===== src/rtl/hs_req_sender.sv =====
// Source-side four-phase req/ack sender for the hand_shake CDC path.
// Holds data_out stable for the whole handshake; watchdog aborts stuck transfers.
module hs_req_sender #(
  parameter int DATA_WIDTH     = 8,
  parameter int TIMEOUT_CYCLES = 1024,
  parameter int CNT_WIDTH      = 16
) (
  input  logic                  clk_ff,
  input  logic                  rst,
  input  logic                  in_valid,
  input  logic [DATA_WIDTH-1:0] in_data,
  output logic                  in_ready,
  output logic                  req,
  output logic [DATA_WIDTH-1:0] data_out,
  input  logic                  ack_sync,
  output logic                  busy,
  output logic                  done,
  output logic                  timeout_err,
  input  logic                  err_clr,
  output logic [CNT_WIDTH-1:0]  xfer_cnt
);

  localparam int WD_W = (TIMEOUT_CYCLES > 1) ?
                        $clog2(TIMEOUT_CYCLES) : 1;
  localparam logic [WD_W-1:0] WD_MAX = (TIMEOUT_CYCLES > 0) ?
                        WD_W'(TIMEOUT_CYCLES - 1) : '0;
  localparam bit WD_EN = (TIMEOUT_CYCLES != 0);

  typedef enum logic [1:0] {
    IDLE    = 2'd0,
    WAIT_HI = 2'd1,
    WAIT_LO = 2'd2
  } state_t;

  state_t          state;
  state_t          state_nx;
  logic [WD_W-1:0] wd_cnt;
  logic            aborted;
  logic            wd_hit;
  logic            accept;
  logic            hi_exit;
  logic            hi_to;
  logic            lo_to;
  logic            finish;

  assign wd_hit   = WD_EN && (wd_cnt == WD_MAX);
  assign in_ready = (state == IDLE) & ~ack_sync;
  assign busy     = (state != IDLE);

  always_ff @(posedge clk_ff) begin
    if (rst) state <= IDLE;
    else     state <= state_nx;
  end

  always_comb begin
    state_nx = state;
    unique case (state)
      IDLE:    if (in_valid && in_ready) state_nx = WAIT_HI;
      WAIT_HI: if (ack_sync || wd_hit)   state_nx = WAIT_LO;
      WAIT_LO: if (!ack_sync)            state_nx = IDLE;
      default: state_nx = IDLE;
    endcase
  end

  // ack beats a coincident watchdog hit in both wait states
  always_comb begin
    accept  = 1'b0;
    hi_exit = 1'b0;
    hi_to   = 1'b0;
    lo_to   = 1'b0;
    finish  = 1'b0;
    unique case (1'b1)
      state == IDLE: accept = in_valid & ~ack_sync;
      state == WAIT_HI: begin
        hi_exit = ack_sync | wd_hit;
        hi_to   = ~ack_sync & wd_hit;
      end
      state == WAIT_LO: begin
        finish = ~ack_sync;
        lo_to  = ack_sync & wd_hit;
      end
      default: ;
    endcase
  end

  always_ff @(posedge clk_ff) begin
    if (rst) begin
      req         <= 1'b0;
      data_out    <= '0;
      done        <= 1'b0;
      timeout_err <= 1'b0;
      xfer_cnt    <= '0;
      wd_cnt      <= '0;
      aborted     <= 1'b0;
    end else begin
      done <= finish & ~aborted;
      if (accept) begin
        data_out <= in_data;
        req      <= 1'b1;
        aborted  <= 1'b0;
      end
      if (hi_exit) req <= 1'b0;
      if (hi_to) aborted <= 1'b1;
      if (finish && !aborted) xfer_cnt <= xfer_cnt + 1'b1;
      if (hi_to || lo_to) timeout_err <= 1'b1;
      else if (err_clr)   timeout_err <= 1'b0;
      // saturates at WD_MAX while parked in WAIT_LO
      if (state_nx != state)     wd_cnt <= '0;
      else if (busy && !wd_hit)  wd_cnt <= wd_cnt + 1'b1;
    end
  end

endmodule


===== config.mk =====
export PLATFORM = sky130hd
export DESIGN_NAME = hs_req_sender
export DESIGN_NICKNAME = d
export VERILOG_FILES = /design/src/rtl/hs_req_sender.sv
export SDC_FILE = /design/constraint.sdc
export NUM_CORES = 1
export LEC_CHECK = 0
export CORE_MARGIN = 1.5
export CORE_UTILIZATION = 30
export CTS_CLUSTER_DIAMETER = 120
export CTS_CLUSTER_SIZE = 16
export DETAILED_ROUTE_END_ITERATION = 16
export SYNTH_ARGS = -nofsm -noshare
export SYNTH_HDL_FRONTEND = slang
export SYNTH_SLANG_ARGS = --single-unit

===== constraint.sdc =====
create_clock -name clk_ff -period 2 [get_ports clk_ff]
set_clock_uncertainty 0.15 [all_clocks]
set_input_delay 0.2 -clock clk_ff [delete_from_list [all_inputs] [get_ports clk_ff]]
set_output_delay 0.2 -clock clk_ff [all_outputs]
set_load 0.03 [all_outputs]

After elaboration in Yosys (flattened, before gate mapping)
Cells that the tools add are included.
{ "totals": {"in_bits": 13, "wordCells": 48, "regBits": 40, "out_inout_bits": 29} }
{ "op_classes": {"add_sub_neg": 2, "eq_ne": 4, "bitwise": 8, "reduce_logical": 13, "n_mux": 13} }
{ "op_table": {"columns": ["cell", "n"], "rows": [
  ["adder 16 x 1 -> 16 bit, second input constant", 1],
  ["adder 10 x 1 -> 10 bit, second input constant", 1],
  ["== test 10 bit, second input constant", 1],
  ["two-way mux 1 bit", 9],
  ["two-way mux 2 bit", 3],
  ["case mux 2 bit (3 select lines)", 1],
  ["nonzero test 2 bit", 3],
  ["AND 1 bit", 5],
  ["OR reduction 2 bit", 2],
  ["logical AND 1 bit", 3],
  ["== test 2 x 1 -> 1 bit, second input constant", 1],
  ["== test 2 bit, second input constant", 1],
  ["logical NOT 1 bit", 2],
  ["logical NOT 2 bit", 1],
  ["logical OR 1 bit", 2],
  ["inequality test 2 bit", 1],
  ["inverter 1 bit", 2],
  ["OR 1 bit", 1]
]} }

Logic depth before layout (Yosys ltp)
{ "logic_depth": {"depth_word": 7, "ltp_mapped": 6, "mapped_depth_nobuf": 5} }

Least setup slack after synthesis
Ideal clock, no wire load.
{ "synth_path": {"kind": "reg-to-reg", "startpoint": "register state[1]", "endpoint": "register xfer_cnt[14]", "required_ns": 1.779, "setup_time_ns": 0.071, "setup_slack_ns": -0.190, "n_path_buf": 2, "path_stages_with_launch": 7, "arrival_ns": 1.970, "period_less_slack_ns": 2.190, "path_cell_list": "dfxtp_1 > buf_2 > or4b_1 > or3_1 > clkbuf_2 > or4_1 > a21oi_1"} }
{ "synth_via": {"elab_chain_cells": 3} }
{ "synth_lines": {"columns": ["element", "line_no", "rtl"], "rows": [
  ["start, declared", "35", "state_t state;"],
  ["start signal, assigned", "52", "else state <= state_nx;"],
  ["== test 2 bit", "78", "state == WAIT_LO: begin"],
  ["two-way mux 1 bit", "72", "unique case (1'b1)"],
  ["logical AND 1 bit", "104", "if (finish && !aborted) xfer_cnt <= xfer_cnt + 1'b1;"],
  ["end signal, assigned", "104", null],
  ["end, declared", "20", "output logic [CNT_WIDTH-1:0] xfer_cnt"]
]} }
No other way between the ends.
A chain may end at the register's enable or synchronous reset.

Worst setup path after layout
{ "layout_path": {"startpoint": "register aborted", "endpoint": "register xfer_cnt[12]"} }
{ "layout_via": {"elab_chain_cells": 2} }
{ "layout_lines": {"columns": ["element", "line_no", "rtl"], "rows": [
  ["start, declared", "38", "logic aborted;"],
  ["start signal, assigned", "94", "aborted <= 1'b0;"],
  ["start signal, assigned", "100", "aborted <= 1'b0;"],
  ["start signal, assigned", "103", "if (hi_to) aborted <= 1'b1;"],
  ["logical NOT 1 bit", "104", null],
  ["logical AND 1 bit", "104", null]
]} }
No other way between the ends.

==> metrics.csv <==
metric;value;unit
vias per cell;4.864;
Final WS setup;-0.08800;ns
combinational power share;9.7;%
most frequent cells in the layout;clkdlybuf4s50_1, dfxtp_1, nand2_1, a21oi_1, nor2_1;
most common library cell in the layout ignoring fill and taps;clkdlybuf4s50_1;
CP Launch Type;register;
CTS tree;built;
hold buffer count at cts;0;
Die W;79.33;µm
slew margin rel.;69.75;%
Net Sw Frac;23.06;%
drt drc;0;
synthesis-to-layout area growth;37.80;%
IO Pins;42;
GRT Total Usage;13.73;%
wire per inst;11.96;µm
Critical R2R Launch;aborted;
Synth cell types;38;
Post CTS Setup Buffer Count;0;
Min Hold Slack;0.3039;ns
Layout Cells excl Fill;330;
Max-cap violations;0;
Core Area;0.005574;mm²
Pwr per Cell Area;623.4;mW/mm²
Die H;79.33;µm
synthesized cell area;0.001748;mm²
failing checks;setup timing;
NumNets Final;272;
critical setup path kind;register to register;
Initial Util;31.36;%
Worst-Margin Slew;0.4499;ns
ANT nets after route;0;
reg2reg end;xfer_cnt[12];
CTS Buffer Depth;2;
Crit. Startpoint;aborted;
Fill cells;577;
leakage power;0.8265;nW
Max Fclk;478.9;MHz
VDD IR max;294.2;µV
vias in the first global route;1553;
routed wire length;3946;µm
initial antenna violation count;0;
final period utilization;104.4;%
CP endpoint kind;register;
largest net degree at the start of global routing;31;
via count;1605;
status;complete, but fails checks;
Period minus WS final;2.088;ns
Setup TNS Final;-0.1715;ns
clock power share;36.0;%
Clk Latency, worst-skew pair;0.28;ns
Avg Inst Size Synth;8.485;µm²
Antenna Cells;0;
DP Cell Count;322;
register area share after synthesis;45.81;%
Net Count, Synth;221;
Worst EP arrival;2.15;ns
Synthesis Warnings;0;
Std-Cell Rows;27;
first-pass GRT wire length;6886;µm
Req. time, crit path;2.07;ns
Post-Syn Instances;206;
hold crit path type;register to register;
CTS Sinks;40;
CTS buffer count;5;
setup violators final;3;
Final Max Slew Viols;0;
R2R setup slack;-0.09;ns
1st-iter DRT viols;46;
Clock transition at path regs;0.07;ns
internal power;1.155;mW
pre-CTS worst setup slack;-0.5089;ns
Worst Setup EP;xfer_cnt[12];
Seq pwr share;54.3;%
RSZ-0062 raised after global routing;true;
Initial DRT Pass Iterations;4;
H-tree levels;2;
R2R depth;4;
Root Driver;clkbuf_8;
die area;0.006293;mm²
total gr overflow;0;
PortBufs;41;
Placer Congestion;0.7384;
Post-DP HPWL;2867;µm
fraction of layout cells with a size suffix above 1;12.02;%
final hold vios;0;
synthesis-stage register bit count;40;
Power Total;1.502;mW
P_sw;0.3463;mW
maximum fanout along the worst path;4;
[metrics by stage]
stage / instance area, µm² / utilization, %
CTS: 2409 / 43.21
global route: 2409 / 43.21
floorplan: 1764 / -
detailed placement: 2305 / 41.35
finish: 2409 / 43.21
global placement: 2305 / 41.35
[synth_stat cells]
cell	number	area, µm²
dfxtp_1	40	800.8
nor4_1	3	18.77
buf_6	1	11.26
and2_1	2	12.51
nand3_1	5	25.02
nand4_1	5	31.28
nor4b_1	2	17.52
nor3_1	7	35.03
o2111a_1	2	22.52
clkbuf_1	6	22.52
a211o_1	1	8.760
inv_1	3	11.26
nor2_1	18	67.56
nor3b_1	2	15.01
or4_1	4	30.03
o21ai_0	8	40.04
buf_2	2	10.01
a41oi_1	1	8.760
xnor2_1	8	70.07
and4_1	2	17.52
a22oi_1	1	7.510
or3_1	6	37.54
nor2b_1	4	25.02
xor2_1	3	26.28
or4b_1	1	10.01
clkbuf_2	1	5.000
mux2i_1	1	10.01
o31ai_1	5	37.54
nand2b_1	2	12.51
nand2_1	28	105.1
o21a_1	1	7.510
ha_1	2	25.02
a21oi_1	24	120.1
and4b_1	1	10.01
o211ai_1	1	7.510
or2_2	1	6.260
or3_4	1	11.26
a21o_1	1	7.510
[cells by family after synthesis]
logic type / share of synthesized area (%)
and+or+nand+nor: 27.92
AOI/OAI and AO/OA: 15.32
DFF: 45.81
buffers and inverters: 3.435
xor gates and xnor gates: 5.512
adders and majority gates: 1.431
muxes: 0.5727
[worst min-delay path by stage]
stage,startpoint,endpoint,cells after the start,slack (ns)
final,data_out[6],data_out[6],2,0.30
after detailed placement,data_out[3],data_out[3],2,0.30
after CTS,in_data[1],data_out[1],3,0.30
after global placement,data_out[5],data_out[5],2,0.29
after floorplan,in_data[0],data_out[0],2,0.19
after global routing,in_data[1],data_out[1],3,0.33
[critical path: stages (launching register included)]
cell	delay [ns]
dfxtp_1	0.32
or4b_4	0.55
or3_4	0.36
or4_1	0.52
a21oi_1	0.12
[per-layer routing]
layer | GRT usage [%] | vias to the layer above | share of wire, %
li1 | - | 832 | -
met1 | 16.99 | 734 | 48
met2 | 22.48 | 37 | 46
met3 | 4.023 | 2 | 5.1
met4 | 5.088 | 0 | 0.58
met5 | 0 | - | 0
[layout make-up]
cell class | instances | area (µm²) | area share (%)
multi-input combinational | 153 | 908.4 | 37.71
sequential | 40 | 805.8 | 33.45
timing repair buffer | 54 | 503.0 | 20.88
clock buffer | 8 | 90.09 | 3.740
tap | 72 | 90.09 | 3.740
inverter | 3 | 11.26 | 0.4675
[sequential cells by signal, indices dropped and copies added, names as in the netlist]
signal	count
aborted	1
data_out	8
done	1
req	1
state	2
timeout_err	1
wd_cnt	10
xfer_cnt	16
[power by group through the flow]
| stage | clock [mW] | combinational [mW] | sequential [mW] |
|---|---|---|---|
| 2_1_floorplan | 0 | 0.0633 | 0.853 |
| 3_3_place_gp | 0 | 0.147 | 0.834 |
| 3_5_place_dp | 0 | 0.148 | 0.834 |
| 4_1_cts | 0.564 | 0.148 | 0.816 |
| 5_1_grt | 0.596 | 0.159 | 0.817 |
| 6_report | 0.540 | 0.145 | 0.816 |
[timing repair]
action                     4_1_cts  5_1_grt
gates cloned                     0        0
pin swaps                        3        2
gates resized for setup          6        0
setup endpoints to repair        6        4
(Power assumes the default switching activity.)
